==> config.mk <==
export PLATFORM = sky130hd
export DESIGN_NAME = spi_lcd_rx
export DESIGN_NICKNAME = d
export VERILOG_FILES = /design/src/rtl/spi_lcd_pkg.sv /design/src/rtl/spi_byte_rx.sv /design/src/rtl/spi_lcd_rx.sv
export SDC_FILE = /design/constraint.sdc
export NUM_CORES = 1
export LEC_CHECK = 0
export CAP_MARGIN = 20
export CORE_MARGIN = 3
export CORE_UTILIZATION = 30
export DETAILED_ROUTE_END_ITERATION = 8
export HOLD_SLACK_MARGIN = 0.02
export PLACE_DENSITY = 0.51
export SLEW_MARGIN = 20
export SYNTH_ARGS = -nofsm -noshare
export SYNTH_HDL_FRONTEND = slang
export SYNTH_SLANG_ARGS = --single-unit
==> constraint.sdc <==
create_clock -name clk -period 4.8 [get_ports clk]
set_input_delay 0.96 -clock clk [delete_from_list [all_inputs] [get_ports clk]]
set_output_delay 0.96 -clock clk [all_outputs]
set_load 0.005 [all_outputs]
==> src/rtl/spi_lcd_pkg.sv <==
// spi_lcd_pkg: panel command set, decoder state encoding and frame
// defaults shared by the LCD SPI receiver and the transmit-side test FSM.
package spi_lcd_pkg;

   localparam logic [7:0] CMD_SLPIN   = 8'h10;
   localparam logic [7:0] CMD_SLPOUT  = 8'h11;
   localparam logic [7:0] CMD_DISPOFF = 8'h28;
   localparam logic [7:0] CMD_DISPON  = 8'h29;
   localparam logic [7:0] CMD_RAMWR   = 8'h2C;
   localparam logic [7:0] CMD_COLMOD  = 8'h3A;

   localparam logic [1:0] ST_IDLE   = 2'd0;
   localparam logic [1:0] ST_COLMOD = 2'd1;
   localparam logic [1:0] ST_PIX_HI = 2'd2;
   localparam logic [1:0] ST_PIX_LO = 2'd3;

   localparam int         FRAME_PIXELS_DEF = 57600;
   localparam logic [7:0] COLMOD_RST_DEF   = 8'h66;

endpackage

==> src/rtl/spi_byte_rx.sv <==
// spi_byte_rx: synchronises cs/scl/sda/dc, detects scl rises and
// assembles MSB-first bytes; flags a cs rise that cuts a byte short.
module spi_byte_rx
   import spi_lcd_pkg::*;
(
   input  logic       clk,
   input  logic       reset_n,
   input  logic       cs,
   input  logic       scl,
   input  logic       sda,
   input  logic       dc,
   output logic [7:0] rx_data,
   output logic       rx_dc,
   output logic       rx_valid,
   output logic       frame_err,
   output logic       cs_sync
);

   logic [1:0] cs_q;
   logic [2:0] scl_q;
   logic [1:0] sda_q;
   logic [1:0] dc_q;
   logic       scl_rise;
   logic [6:0] shreg;
   logic [2:0] bit_cnt;

   assign cs_sync = cs_q[1];

   // scl_rise is registered, so sda/dc are taken one cycle after the edge
   always_ff @(posedge clk or negedge reset_n) begin
      if (!reset_n) begin
         cs_q      <= 2'b11;
         scl_q     <= '0;
         sda_q     <= '0;
         dc_q      <= '0;
         scl_rise  <= 1'b0;
         shreg     <= '0;
         bit_cnt   <= '0;
         rx_data   <= '0;
         rx_dc     <= 1'b0;
         rx_valid  <= 1'b0;
         frame_err <= 1'b0;
      end else begin
         cs_q      <= {cs_q[0], cs};
         scl_q     <= {scl_q[1:0], scl};
         sda_q     <= {sda_q[0], sda};
         dc_q      <= {dc_q[0], dc};
         scl_rise  <= scl_q[1] & ~scl_q[2];
         rx_valid  <= 1'b0;
         frame_err <= 1'b0;
         if (cs_q[1]) begin
            frame_err <= (bit_cnt != 3'd0);
            bit_cnt   <= '0;
            shreg     <= '0;
         end else if (scl_rise) begin
            if (bit_cnt == 3'd7) begin
               rx_data  <= {shreg, sda_q[1]};
               rx_dc    <= dc_q[1];
               rx_valid <= 1'b1;
               bit_cnt  <= '0;
               shreg    <= '0;
            end else begin
               shreg   <= {shreg[5:0], sda_q[1]};
               bit_cnt <= bit_cnt + 3'd1;
            end
         end
      end
   end

endmodule

==> src/rtl/spi_lcd_rx.sv <==
// spi_lcd_rx: LCD-side SPI receiver with panel command decoder,
// RGB565 pixel pairing and per-frame pixel counter.
module spi_lcd_rx
   import spi_lcd_pkg::*;
#(
   parameter int         FRAME_PIXELS = FRAME_PIXELS_DEF,
   parameter logic [7:0] COLMOD_RST   = COLMOD_RST_DEF
) (
   input  logic        clk,
   input  logic        reset_n,
   input  logic        cs,
   input  logic        scl,
   input  logic        sda,
   input  logic        dc,
   output logic [7:0]  rx_data,
   output logic        rx_dc,
   output logic        rx_valid,
   output logic        frame_err,
   output logic [15:0] pixel,
   output logic        pixel_valid,
   output logic [15:0] pixel_count,
   output logic        frame_done,
   output logic        sleep_out,
   output logic        display_on,
   output logic        ram_wr_active,
   output logic [7:0]  colmod
);

   localparam logic [15:0] LAST_PIX = 16'(FRAME_PIXELS - 1);

   logic       cs_sync;
   logic [1:0] state;
   logic [7:0] hi_byte;

   spi_byte_rx u_byte_rx (
      .clk       (clk),
      .reset_n   (reset_n),
      .cs        (cs),
      .scl       (scl),
      .sda       (sda),
      .dc        (dc),
      .rx_data   (rx_data),
      .rx_dc     (rx_dc),
      .rx_valid  (rx_valid),
      .frame_err (frame_err),
      .cs_sync   (cs_sync)
   );

   always_ff @(posedge clk or negedge reset_n) begin
      if (!reset_n) begin
         state         <= ST_IDLE;
         hi_byte       <= '0;
         pixel         <= '0;
         pixel_valid   <= 1'b0;
         pixel_count   <= '0;
         frame_done    <= 1'b0;
         sleep_out     <= 1'b0;
         display_on    <= 1'b0;
         ram_wr_active <= 1'b0;
         colmod        <= COLMOD_RST;
      end else begin
         pixel_valid <= 1'b0;
         frame_done  <= 1'b0;
         if (rx_valid && !rx_dc) begin
            ram_wr_active <= 1'b0;
            state         <= ST_IDLE;
            case (rx_data)
               CMD_SLPOUT:  sleep_out  <= 1'b1;
               CMD_SLPIN:   sleep_out  <= 1'b0;
               CMD_DISPON:  display_on <= 1'b1;
               CMD_DISPOFF: display_on <= 1'b0;
               CMD_COLMOD:  state      <= ST_COLMOD;
               CMD_RAMWR: begin
                  ram_wr_active <= 1'b1;
                  pixel_count   <= '0;
                  state         <= ST_PIX_HI;
               end
               default: ;
            endcase
         end else if (rx_valid) begin
            unique case (state)
               ST_COLMOD: begin
                  colmod <= rx_data;
                  state  <= ST_IDLE;
               end
               ST_PIX_HI: begin
                  hi_byte <= rx_data;
                  state   <= ST_PIX_LO;
               end
               ST_PIX_LO: begin
                  pixel       <= {hi_byte, rx_data};
                  pixel_valid <= 1'b1;
                  state       <= ST_PIX_HI;
                  if (pixel_count == LAST_PIX) begin
                     pixel_count <= '0;
                     frame_done  <= 1'b1;
                  end else begin
                     pixel_count <= pixel_count + 16'd1;
                  end
               end
               default: ;
            endcase
         end else if (cs_sync && state == ST_PIX_LO) begin
            // a high byte left over when the frame closes never pairs up
            state <= ST_PIX_HI;
         end
      end
   end

endmodule

==> results of run 1 <==
==> flip-flops by register name, indices dropped and copies added, names as in the netlist, 2 cells and up <==
signal	flops
hi_byte	8
u_byte_rx.shreg	7
u_byte_rx.scl_q	3
u_byte_rx.dc_q	2
pixel	16
u_byte_rx.bit_cnt	3
u_byte_rx.cs_q	2
pixel_count	16
state	2
u_byte_rx.sda_q	2
u_byte_rx.rx_data	8
colmod	8
==> cells by family after synthesis <==
group	count (synthesis)	share of synthesized area
AND/OR/NAND/NOR	103	0.156
flip-flops	86	0.586
AO/OA/AOI/OAI	50	0.0974
multiplexers	37	0.112
buffers and inverters	21	0.0251
adder cells (fa/ha/maj)	7	0.0238
==> worst paths after layout <==
| path | from | slack, ns | cells past startpoint | endpoint |
|---|---|---|---|---|
| min in group asynchronous | reset_n | 0.69 | 1 | pixel_valid$_DFF_PN0_ |
| setup reg to reg | state[0]$_DFFE_PN0P_ | 2.49 | 6 | pixel_count[8]$_DFFE_PN0P_ |
| hold reg to reg | u_byte_rx.scl_q[0]$_DFF_PN0_ | 0.35 | 0 | u_byte_rx.scl_q[1]$_DFF_PN0_ |
| max in group asynchronous | reset_n | 3.21 | 2 | colmod[5]$_DFFE_PN1P_ |
| setup / recovery | u_byte_rx.rx_dc$_DFFE_PN0P_ | 2.38 | 1 | rx_dc |
| hold / removal | u_byte_rx.scl_q[0]$_DFF_PN0_ | 0.35 | 0 | u_byte_rx.scl_q[1]$_DFF_PN0_ |
==> where the power goes <==
group | internal [W] | switching, W
Combinational | 0.00000849 | 0.0000164
Sequential | 0.000732 | 0.00000650
Clock | 0.000402 | 0.000273
Total | 0.00114 | 0.000296
==> cell type report <==
cell class	count	area, µm²
timing repair buffer	62	616
inverter	14	52.6
clock inverter	4	47.5
tap	143	179
clock buffer	12	236
multi-input combinational	197	1440
sequential	86	2160
fill	1127	6990
==> layout by cell type, fill, tap and decap left out, types with 2 or more instances in the layout <==
cell type,count
sky130_fd_sc_hd__mux2_2,34
sky130_fd_sc_hd__nand4_1,7
sky130_fd_sc_hd__o2bb2ai_1,3
sky130_fd_sc_hd__clkbuf_16,9
sky130_fd_sc_hd__nand2_1,32
sky130_fd_sc_hd__mux2i_1,3
sky130_fd_sc_hd__dfstp_2,6
sky130_fd_sc_hd__nor2_1,17
sky130_fd_sc_hd__a21oi_1,12
sky130_fd_sc_hd__nand3_1,9
sky130_fd_sc_hd__nor3_1,2
sky130_fd_sc_hd__buf_4,2
sky130_fd_sc_hd__a22oi_1,3
sky130_fd_sc_hd__clkinv_2,2
sky130_fd_sc_hd__o31ai_1,4
sky130_fd_sc_hd__o21ai_1,2
sky130_fd_sc_hd__nand2b_1,8
sky130_fd_sc_hd__a41oi_1,2
sky130_fd_sc_hd__clkbuf_1,3
sky130_fd_sc_hd__inv_1,12
sky130_fd_sc_hd__a21boi_0,2
sky130_fd_sc_hd__a31oi_1,3
sky130_fd_sc_hd__and3_1,4
sky130_fd_sc_hd__clkdlybuf4s50_1,60
sky130_fd_sc_hd__nand3b_1,8
sky130_fd_sc_hd__dfrtp_1,80
sky130_fd_sc_hd__o21ai_0,10
sky130_fd_sc_hd__nor2b_1,6
sky130_fd_sc_hd__ha_1,7
sky130_fd_sc_hd__a22o_1,5
==> layer usage <==
metal | GRT usage | up-vias
li1 | - | 1221
met1 | 0.167 | 1270
met2 | 0.193 | 54
met3 | 0.0422 | 8
met4 | 0.0245 | 0
met5 | 0 | -
==> metrics by stage <==
stage	hold slack, ns	power (W)
after floorplan	0.331	0.000756
after global placement	0.332	0.000778
after detailed placement	0.335	0.000778
after CTS	0.349	0.00146
after global routing	0.354	0.00150
final	0.347	0.00144
==> metrics.yaml, run 1 <==
status: "finished clean"
rsz0062_at_grt: "no"
overall_die_area_um2: 13700
vias_in_the_first_global_route: 2501
arrival_time_worst_endpoint_ns: 1.46
wl_met3_um: 359
leakage_power_of_the_design_nw: 2.08
drive_gt1_frac: 0.181
path_max_fanout: 9
cts_tree: "built"
final_min_period_over_clock_period: 0.504
placed_area_um2: 4440
criticalPathCategory: "reg2out"
netlist.area_leader.share: 0.543
pre_cts_ws_ns: 2.44
num_io_pins: 62
met1Wirelength_um: 3830
maximum_number_of_pins_on_one_net_before_global_route_repair: 57
die_x_extent_um: 117
antenna_left: 0
synth_nets: 317
top_signal_layer_used: "met4"
timing.clock.skew_ns: 0.00785
grt_antenna_before_repair: 0
ys_seq_elements: 86
portBuffers: 61
irDropWorstVdd_uv: 177
timing.slew.headroom: 0.522
clk_pin_slew_worst_paths_ns: 0.06
first_pass_grt_wire_length_um: 13200
layoutNonFillerInstCount: 518
finalNetCount: 383
required_ns: 3.84
met2_wirelength_um: 3710
ys_top_cells_by_area: "sky130_fd_sc_hd__dfrtp_1 (54%), sky130_fd_sc_hd__mux2_2 (10%), sky130_fd_sc_hd__dfstp_2 (4.3%)"
timing.final.crit_period_ns: 2.42
synth_top_area_cell: "sky130_fd_sc_hd__dfrtp_1"
path_cells: "clkdlybuf4s50_1"
post_detailed_route_drc_marker_count: 0
synthDistinctLibCells: 45
power_density_nw_per_um2: 304
synth_top_flop_cell: "sky130_fd_sc_hd__dfrtp_1"
synthArstFlopShare: 1.00
drt-total-wl_um: 7980
first_pass_iters: 4
hpwlAfterDp_um: 5410
totalNegativeSetupSlack_ns: 0
cts_setup_buffers: 0
sequential_to_total_area_share_from_yosys_stat: 0.586
synth_cells: 304
insertion_delay_of_the_later_clocked_pin_in_the_worst_skew_pair_ns: 0.33
setup_ws_ns: 2.38
hold_viol: 0
rows: 39
post_synth.cell_area_avg_um2: 12.1
final_util: 0.404
critPathCaptureType: "output pin"
worst_setup_path_start_kind: "flop"
critical_path_buf_inv_count: 1
area_growth_pct: 28.2
drtIter0Drc: 98
mappedNetlistArea_um2: 3690
synth_most_common_cell: "sky130_fd_sc_hd__dfrtp_1"
cts-buffers-inserted: 9
netlist_top_cells_count: "sky130_fd_sc_hd__dfrtp_1 (80), sky130_fd_sc_hd__mux2_2 (34), sky130_fd_sc_hd__nand2_1 (32)"
slew_violations: 0
critical-path-max-stage-delay_ns: 0.60
cts-resized-gates: 0
synth-edff-count: 0
design_area_um2: 4730
cts-hold-fix-buffers: 0
clkSinkCount: 86
die_h_um: 117
gr-total-overflow: 0
globalplace.congestion: 0.802
num_antenna_cells: 0
tightestPinTransition_ns: 0.717
dp_cells: 502
effective_utilization_at_floorplan: 0.315
routedWlPerCell_um: 15.4
cts_htree_levels: 3
drv_cap: 0
fp.coreArea_um2: 11700
worst_path_dominant_cell_family: "buffers and inverters"
grt_usage: 0.123
slowest_stage: "sky130_fd_sc_hd__clkdlybuf4s50_1"
hp-class: "reg2reg"
yosys_warnings: 0
route.vias.total: 2553
setup_viol: 0
avgViaCountPerCell: 4.93
cts-root-buf: "sky130_fd_sc_hd__clkbuf_16"
fmax_mhz: 413
cts-root-to-sink-buffers: 2
No activity file was read; power rests on OpenSTA's default activity.
==> inputs of run 2 (changes only) <==
Settings changed: PLACE_DENSITY 0.51 to 0.53.
Clock period 4.8 ns to 2.07 ns, I/O delays scaled along.
==> run 2 against run 1 <==
- utilization is 0.74 points higher
- non-clock buffer count is 12 higher
- cell count is 2.1% higher
- cell area is 1.8% higher
- clock skew hardly changed
- clock power is 110% higher
- sequential power is 130% higher
- wire length is 2.8% higher
- critical path type unchanged
- critical endpoint unchanged
==> metrics.yaml, run 2 (synthesized netlist as in run 1, its figures left out) <==
status: "finished clean"
most_frequent_standard_cell_in_the_layout_excluding_fill_and_tap_cells: "sky130_fd_sc_hd__dfrtp_1"
routedWlPerCell_um: 15.5  # +0.68%
hpwlAfterDp_um: 5580  # +3.2%
setup_ws_ns: 0.179  # -2.20 ns
rows: 39  # unchanged
path_max_fanout: 9  # unchanged
cts-buffers-inserted: 9  # unchanged
irDropWorstVdd_uv: 515  # +190%
worst_setup_path_start_kind: "flop"
path_cells: "clkdlybuf4s50_1"
first_pass_iters: 4  # unchanged
critPathCaptureType: "output pin"
post_detailed_route_drc_marker_count: 0  # unchanged
critical-path-max-stage-delay_ns: 0.60  # about the same
pre_cts_ws_ns: 0.211  # -2.23 ns
first_pass_grt_wire_length_um: 13500  # +2.2%
slew_violations: 0  # unchanged
timing.slew.headroom: 0.589  # +0.0669
overall_die_area_um2: 13700  # unchanged
rrSetupSlack_ns: 0.25  # -2.24 ns
setup_viol: 0  # unchanged
hold_ws_ns: 0.110  # -0.237 ns
critical_path_buf_inv_count: 1  # unchanged
effective_utilization_at_floorplan: 0.315  # unchanged
final_util: 0.411  # +0.00737
final_min_period_over_clock_period: 0.914
criticalPathCategory: "reg2out"
drive_gt1_frac: 0.210  # +0.0285
worst_path_dominant_cell_family: "buffers and inverters"
cts-root-to-sink-buffers: 2  # unchanged
grt_util_met1: 0.170  # +0.00312
fmax_mhz: 529
cts_tree: "built"
leakage_power_of_the_design_nw: 2.14  # +2.9%
clk_pin_slew_worst_paths_ns: 0.06  # about the same
num_antenna_cells: 0  # unchanged
hold_viol: 0  # unchanged
gr-total-overflow: 0  # unchanged
totalNegativeSetupSlack_ns: 0  # unchanged
die_h_um: 117  # unchanged
fillers: 1140  # +1.2%
reg2reg_to: "pixel_count[8]$_DFFE_PN0P_"
top_usage_layer_grt: "met2"
timing.clock.skew_ns: 0.00745  # -0.000402 ns
vias_in_the_first_global_route: 2598  # +3.9%
antenna_left: 0  # unchanged
route.vias.total: 2581  # +1.1%
drt-total-wl_um: 8200  # +2.8%
globalplace.congestion: 0.781  # -2.6%
clkSinkCount: 86  # unchanged
finalNetCount: 395  # +3.1%
drtIter0Drc: 169  # +72%
hp-class: "in2async"
area_growth_pct: 30.5
leading_cell_types_in_the_layout_fill_and_taps_excluded: "sky130_fd_sc_hd__dfrtp_1 (80), sky130_fd_sc_hd__clkdlybuf4s50_1 (60), sky130_fd_sc_hd__mux2_2 (34), sky130_fd_sc_hd__nand2_1 (32), sky130_fd_sc_hd__nor2_1 (17)"
cts_setup_buffers: 0  # unchanged
arrival_time_worst_endpoint_ns: 1.48  # +0.02 ns
grt_usage: 0.130  # +0.00663
critical_path.reg2reg.startpoint: "pixel_count[0]$_DFFE_PN0P_"
num_io_pins: 62  # unchanged
rsz0062_at_grt: "no"
reg2reg_depth: 6  # unchanged
cts-hold-fix-buffers: 0  # unchanged
fp.coreArea_um2: 11700  # unchanged
maximum_number_of_pins_on_one_net_before_global_route_repair: 87  # +53%
cts-root-buf: "sky130_fd_sc_hd__clkbuf_16"
slowest_stage: "sky130_fd_sc_hd__clkdlybuf4s50_1"
groute.layer.met3.usage: 0.0406  # -0.00154
required_ns: 1.66  # -2.18 ns
use_met2: 0.201  # +0.00796
tightestPinTransition_ns: 0.616  # -0.102 ns
insertion_delay_of_the_later_clocked_pin_in_the_worst_skew_pair_ns: 0.35  # +0.02 ns
die_x_extent_um: 117  # unchanged
layout_top_registers: "pixel x16, pixel_count x16"
timing.final.crit_period_ns: 1.89
grt_antenna_before_repair: 0  # unchanged
cts_htree_levels: 3  # unchanged
crit_path_start: "u_byte_rx.rx_dc$_DFFE_PN0P_"
drv_cap: 0  # unchanged
power_density_nw_per_um2: 667  # +120%
portBuffers: 61  # unchanged
avgViaCountPerCell: 4.88  # -1.0%
-- run 2: cell types whose count changed in the layout (fill, tap and decap cells not counted), sizes merged --
| cell | delta |
|---|---|
| clkbuf | -2 |
| buf | +12 |
| clkinv | +2 |
| bufinv | -1 |
-- run 2: area by class of cell --
class	instances	area, µm²	share of cell area
clock inverters	5	27.5	0.00572
clock buffers	10	229	0.0476
repair buffers	74	718	0.149
well taps	143	179	0.0372
flip-flops and latches	86	2160	0.449
inverters	14	52.6	0.0109
multi-input cells	197	1450	0.301
-- run 2: through the flow --
step           instances  area (µm²)  power, W
4_1_cts              529        4800   0.00327
6_report             529        4810   0.00321
2_1_floorplan        304        3690   0.00175
5_1_grt              529        4810   0.00334
3_5_place_dp         514        4540   0.00181
3_3_place_gp         514        4540   0.00181
-- run 2: power by group --
part | total (W) | switching (W) | internal [W]
Sequential | 0.00171 | 0.0000149 | 0.00170
Clock | 0.00144 | 0.000640 | 0.000797
Combinational | 0.0000613 | 0.0000387 | 0.0000226
-- run 2: worst max-delay path by stage --
stage | end | cells after the start | slack, ns
3_5_place_dp | pixel_count[14]$_DFFE_PN0P_ | 6 | 0.21
2_1_floorplan | pixel_count[14]$_DFFE_PN0P_ | 6 | 0.43
3_3_place_gp | pixel_count[14]$_DFFE_PN0P_ | 6 | 0.28
4_1_cts | rx_dc | 1 | 0.14
5_1_grt | pixel_count[9]$_DFFE_PN0P_ | 6 | 0.1
6_report | rx_dc | 1 | 0.18
-- run 2: what timing repair did --
item                                    in CTS  in global routing
endpoints found under the setup margin       0                  1
hold endpoints to repair                     0                  0
resized for setup                            0                  1
-- run 2: layer usage --
layer | up-vias | part of all wire
li1 | 1227 | -
met1 | 1286 | 0.47
met2 | 56 | 0.47
met3 | 12 | 0.054
met4 | 0 | 0.014
met5 | - | 0
